$ cat src/rtl/pipeline_stage_reg.sv
// pipeline_stage_reg: parametrised inter-stage register for the OTTER pipeline.
// Carries a valid bit, a control bundle and a data bundle through STAGES
// register slots, with hazard-unit stall (hold) and flush (bubble injection).
// An invalid slot always carries an all-zero control bundle (architectural NOP).
//
// Optional feature: define PIPE_REG_PERF_EN to add saturating stall/flush
// performance counters (stall_cnt, flush_cnt ports).
//
// Ports:
//   CLK        rising-edge clock
//   RST        synchronous, active-high reset
//   stall      hold all stages
//   flush      kill all stages (overrides stall)
//   valid_in   upstream holds a real instruction
//   ctrl_in    control bundle from upstream   [CTRL_W]
//   data_in    data bundle from upstream      [DATA_W]
//   valid_out  last stage holds a real instruction
//   ctrl_out   control bundle of last stage, zero when invalid
//   data_out   data bundle of last stage
//   stall_cnt  edges with stall=1 and flush=0 (PIPE_REG_PERF_EN only)
//   flush_cnt  edges with flush=1 (PIPE_REG_PERF_EN only)
module pipeline_stage_reg #(
  parameter int unsigned CTRL_W = 8,
  parameter int unsigned DATA_W = 160,
  parameter int unsigned STAGES = 1,
  parameter int unsigned CNT_W  = 16
) (
  input  logic              CLK,
  input  logic              RST,
  input  logic              stall,
  input  logic              flush,
  input  logic              valid_in,
  input  logic [CTRL_W-1:0] ctrl_in,
  input  logic [DATA_W-1:0] data_in,
  output logic              valid_out,
  output logic [CTRL_W-1:0] ctrl_out,
`ifdef PIPE_REG_PERF_EN
  output logic [DATA_W-1:0] data_out,
  output logic [CNT_W-1:0]  stall_cnt,
  output logic [CNT_W-1:0]  flush_cnt
`else
  output logic [DATA_W-1:0] data_out
`endif
);

  // Depth outside 1..4 is not supported.
  if (STAGES < 1 || STAGES > 4) begin : g_bad_stages
    $error("pipeline_stage_reg: STAGES must be in 1..4");
  end

  logic              v_q [STAGES];
  logic [CTRL_W-1:0] c_q [STAGES];
  logic [DATA_W-1:0] d_q [STAGES];

  // Kill covers both reset and flush; they clear identically.
  logic kill_c;
  logic adv_c;

  assign kill_c = RST | flush;
  assign adv_c  = ~stall;

  // Stage 0 loads from the inputs; control is zeroed for a bubble.
  always_ff @(posedge CLK) begin
    if (kill_c) begin
      v_q[0] <= 1'b0;
      c_q[0] <= '0;
      d_q[0] <= '0;
    end else if (adv_c) begin
      v_q[0] <= valid_in;
      c_q[0] <= valid_in ? ctrl_in : '0;
      d_q[0] <= data_in;
    end
  end

  // Higher stages shift from the previous stage.
  for (genvar k = 1; k < STAGES; k++) begin : g_stage
    always_ff @(posedge CLK) begin
      if (kill_c) begin
        v_q[k] <= 1'b0;
        c_q[k] <= '0;
        d_q[k] <= '0;
      end else if (adv_c) begin
        v_q[k] <= v_q[k-1];
        c_q[k] <= c_q[k-1];
        d_q[k] <= d_q[k-1];
      end
    end
  end

  assign valid_out = v_q[STAGES-1];
  assign ctrl_out  = c_q[STAGES-1];
  assign data_out  = d_q[STAGES-1];

`ifdef PIPE_REG_PERF_EN
  localparam logic [CNT_W-1:0] CNT_MAX = '1;

  // Saturating event counters; flush takes precedence over stall.
  always_ff @(posedge CLK) begin
    if (RST) begin
      stall_cnt <= '0;
      flush_cnt <= '0;
    end else begin
      if (flush && flush_cnt != CNT_MAX) begin
        flush_cnt <= flush_cnt + CNT_W'(1);
      end
      if (stall && !flush && stall_cnt != CNT_MAX) begin
        stall_cnt <= stall_cnt + CNT_W'(1);
      end
    end
  end
`endif

endmodule

$ cat config.mk
export PLATFORM = sky130hd
export DESIGN_NAME = pipeline_stage_reg
export DESIGN_NICKNAME = d
export VERILOG_FILES = /design/src/rtl/pipeline_stage_reg.sv
export SDC_FILE = /design/constraint.sdc
export NUM_CORES = 1
export LEC_CHECK = 0
export CAP_MARGIN = 20
export CORE_MARGIN = 2
export CORE_UTILIZATION = 35
export DETAILED_ROUTE_END_ITERATION = 8
export PLACE_DENSITY = 0.86
export SLEW_MARGIN = 20
export SYNTH_ARGS = -nofsm -noshare
export SYNTH_HDL_FRONTEND = slang
export SYNTH_SLANG_ARGS = --single-unit
$ cat constraint.sdc
create_clock -name CLK -period 4.53 [get_ports CLK]
set_input_delay 0.6795 -clock CLK [delete_from_list [all_inputs] [get_ports CLK]]
set_output_delay 0.6795 -clock CLK [all_outputs]
set_load 0.02 [all_outputs]
# --- Word level (Yosys, flattened, before mapping) ---
# Memory sizes are Yosys's and may differ from the RTL's.
# Cells that the tools add are included.
op_classes:
  muxes: 12
  bitwise: 1
  n_reduce_logical: 3
op_table:
  columns: ["cell", "n"]
  rows:
  - ["$mux W160", 1]
  - ["$reduce_or A160 Y1", 1]
  - ["$mux W8", 2]
  - ["$mux W1", 9]
  - ["$reduce_or A8 Y1", 1]
  - ["$or A1 B1 Y1", 1]
  - ["$reduce_or A1 Y1", 1]
word_totals:
  reg_bits: 0
  ramBits: 169
  n_memories: 3
  wordCells: 19
  inputBits: 173
  output_inout_bits: 169
mem_list:
  columns: ["memory", "depth", "word_bits", "read_ports", "rd_ports_with_merged_regs", "write_ports", "line_no", "rtl"]
  rows:
  - ["d_q", 1, 160, 1, 0, 1, "53", "logic [DATA_W-1:0] d_q [STAGES];"]
  - ["c_q", 1, 8, 1, 0, 1, "52", "logic [CTRL_W-1:0] c_q [STAGES];"]
  - ["v_q", 1, 1, 1, 0, 1, "51", "logic v_q [STAGES];"]

# --- Depth between registers and ports, before layout ---
depth:
  word_depth: 5
  ltp_mapped: 4
  depth_no_buf: 2

# --- Worst setup path before layout ---
# OpenSTA, ideal clock, no wires.
synth_timing:
  kind: "input-to-reg"
  startpoint: "input port flush"
  endpoint: "memory c_q[0][0], enable pin"
  path_slack_ns: -0.363
  setup_ns: 1.390
  t_required_ns: 3.140
  path_buffers: 0
  arrival_time_ns: 3.503
  path_stages: 2
  path_cell_list: "nor2_1 > nand2_1"
synth_between:
  elab_chain_cells: 5
  elab_cells_between_ends: 7
  cone_classes: "mux: 5; bitwise: 1; reduce/logical: 1"
synth_rtl:
  columns: ["element", "line_no", "rtl"]
  rows:
  - ["start, declared", "31", "input logic flush,"]
  - ["$or A1 B1 Y1 *", "59", "assign kill_c = RST | flush;"]
  - ["$mux W1", "64", "if (kill_c) begin"]
  - ["$mux W1", "70", "c_q[0] <= valid_in ? ctrl_in : '0;"]
  - ["$reduce_or A8 Y1 (no line)", null, null]
  - ["$mux W1 (no line) *", null, null]
  - ["end, declared", "52", null]
# Mark *: on every way between the ends. The rest lies on a longest branch, timed or not.

# --- Worst setup path in the final report ---
layout_timing:
  startpoint: "input port RST"
  endpoint: "memory d_q[0][72], enable pin"
layout_between:
  elab_chain_cells: 5
  elab_cells_between_ends: 7
  cone_classes: "mux: 5; bitwise: 1; reduce/logical: 1"
layout_rtl:
  columns: ["element", "line_no", "rtl"]
  rows:
  - ["start, declared", "29", "input logic RST,"]
  - ["$or A1 B1 Y1 *", "59", null]
  - ["$mux W1", "64", null]
  - ["$mux W1 (not written as such)", "71", "d_q[0] <= data_in;"]
  - ["$reduce_or A160 Y1 (no line)", null, null]
  - ["$mux W1 (no line) *", null, null]
  - ["end, declared", "53", null]
# Marked as above.

==> summary.md <==
| Metric | Value |
|---|---|
| Status | `finished, final reports clean` |
| Cells after Synth | `358` |
| Cts hold-fix bufs | `0` |
| Hold EP | `d_q[0][55]$_SDFFCE_PN0P_` |
| Startpoint Class | `input pin` |
| Clock slew at reported path FFs | `0.07 ns` |
| Routed vias/inst | `4.32` |
| Min cycle time layout | `2.37 ns` |
| Share of the synthesized area in the top cell type | `79.7%` |
| Worst relative slew slack | `52.8%` |
| Die height | `139 um` |
| GR peak layer | `met2` |
| Maximum fanout along the worst path | `121` |
| Power per cell area | `365 nW/um2` |
| Fillers | `1383` |
| Placed cell count | `913` |
| CP Data Arrival Time | `2.42 ns` |
| IO Count | `342` |
| Clock power frac | `39.0%` |
| RSZ-0062 raised after global routing | `false` |
| Worst Setup End Kind | `flop` |
| Yosys warns | `0` |
| CORE AREA | `17900 um2` |
| Clock buffer depth | `2` |
| Vias | `4083` |
| DRT Pass-1 Iters | `4` |
| Combinational share of power | `13.7%` |
| Worst Hold Launch | `data_in[55]` |
| Crit path required time | `4.58 ns` |
| Die area | `19300 um2` |
| Layout area overhead | `67.3%` |
| Cell Rows | `49` |
| Initial antenna violation count | `0` |
| Post-cts sizing count | `0` |
| Critical path class | `in -> reg` |
| M1 GR Usage | `18.8%` |
| CTS tree | `built` |
| Nets | `876` |
| Sequential Power Share | `47.3%` |
| Worst Max-Slew Pin Slew | `0.708 ns` |
| Syn nets | `531` |
| Sequential fraction of the synthesis area | `79.7%` |
| GPL Wtd Cong | `0.778` |
| Largest net degree at the start of global routing | `152` |
| NetSw | `888 uW` |
| Worst hold path class | `in -> reg` |
| Setup-failing EPs final | `0` |
| Max Clk Rate | `0.421 GHz` |
| Remaining antenna violation count | `0` |
| Synth unique cells | `10` |
| Layout cells sized above 1 | `17.5%` |
| TNS Setup | `0 ns` |
| DPL Wire Length | `11.5 mm` |
| Hold path depth | `2` |
| Clock sinks | `169` |
| Post-synthesis register bit count | `169` |
| Maximum VDD drop | `0.240 mV` |
| Maxcap violations | `0` |
| Setup Buffers After CTS | `0` |
| GRT met2 Usage | `27.8%` |
| Initial DRC Count | `218` |
| Cell taking the most area after synthesis | `edfxtp_1` |
| Slew Limit Fails | `0` |
| Initial Utilization | `35.6%` |
| First-pass GRT wire length | `24.2 mm` |
| Mapped Area | `6370 um2` |
| Internal | `3010 uW` |
| DRC violations left | `0` |
| CTS buffer count | `17` |
| Total gr overflow | `0` |
| Switching Share | `22.8%` |
| All-layer global routing usage | `16.6%` |
| Finished Layout Cells | `945` |
| Avg WL per Cell | `16.9 um` |
| Synthesized area per cell | `17.8 um2` |
| Root buf cell | `clkbuf_16` |
| Port bufs | `341` |
| DRT Wirelength | `16.0 mm` |
| # H-tree levels | `4` |
| Area contributors post-synth | `edfxtp_1, and2_2, and2_1, clkbuf_2, nor4b_4` |
| Number of diodes | `0` |
| Number of global-route vias before repair | `4229` |
| P_leak | `0.00412 uW` |
| Tcrit/Tclk final | `52.4%` |
| Met3 Usage GRT | `6.84%` |
| Die Width | `139 um` |
| Final Hold Viols | `0` |
[metrics by stage]
step | util [%] | cell area, um2 | hold WS, ns | worst slack, ns | total power, uW
after CTS | 59.5 | 10700 | 0.889 | 2.20 | 3940
final | 59.5 | 10700 | 0.908 | 2.16 | 3890
after floorplan | - | 6370 | 0.878 | 1.33 | 2060
after detailed placement | 56.1 | 10000 | 1.34 | 1.75 | 2410
after global placement | 56.1 | 10000 | 1.33 | 1.78 | 2400
after global routing | 59.5 | 10700 | 0.897 | 2.11 | 4020
[per-layer routing]
metal	part of all wire [%]	wire length (um)
met5	0	0
met1	38	6100
met2	49	7860
met3	10	1660
met4	2.1	342
[worst max-delay path by stage]
stage                     start                        end  slack (ns)  depth (start not counted)
after floorplan           flush    c_q[0][0]$_SDFFCE_PN0P_        1.33                          2
after CTS                   RST   d_q[0][79]$_SDFFCE_PN0P_        2.20                          4
final                       RST   d_q[0][72]$_SDFFCE_PN0P_        2.16                          4
after detailed placement    RST  d_q[0][139]$_SDFFCE_PN0P_        1.75                          4
after global routing      flush   d_q[0][91]$_SDFFCE_PN0P_        2.11                          4
after global placement    flush   d_q[0][31]$_SDFFCE_PN0P_        1.78                          4
[worst max-delay path, stage by stage]
cell and delay [ns]:
clkdlybuf4s50_1 0.60, nor2_1 0.15, nand2_8 0.32, buf_12 0.47
[cells by family (layout without fill, tap and decap cells)]
kind of cell	Yosys count	in the layout	share of synthesized area [%]
simple gates	172	172	19.0
flops	169	169	79.7
buf+inv	17	375	1.32
[layout by cell type, fill, tap and decap left out, drive strengths merged]
cell type | netlist | layout
inv | 0 | 7
buf | 1 | 2
and2 | 168 | 168
bufinv | 0 | 3
nor3 | 1 | 1
nor2 | 1 | 1
clkinv | 0 | 4
clkdlybuf4s50 | 0 | 341
edfxtp | 169 | 169
nand2 | 1 | 1
clkbuf | 16 | 18
nor4b | 1 | 1
[power groups by stage]
| stage | combinational [uW] | sequential (uW) | clock [uW] |
|---|---|---|---|
| after global routing | 560 | 1850 | 1610 |
| after CTS | 542 | 1840 | 1560 |
| after detailed placement | 539 | 1880 | 0 |
| after global placement | 533 | 1870 | 0 |
| final | 534 | 1840 | 1520 |
| after floorplan | 57.4 | 2010 | 0 |
[synth_stat cells, drive strengths merged]
library cell  number
buf                1
clkbuf            16
nor4b              1
and2             168
edfxtp           169
nand2              1
nor3               1
nor2               1
[layout make-up]
class	instances	area, um2	area share, %
multi-input combinational	172	1230	11.5
clock inverter	14	185	1.74
tap	229	287	2.69
clock buffer	18	429	4.03
timing repair buffer	343	3450	32.4
sequential	169	5070	47.6
[state kept, by name, indices dropped and copies added (netlist names)]
register,flops
c_q,8
v_q,1
d_q,160
Power figures use the tool's default switching activity.
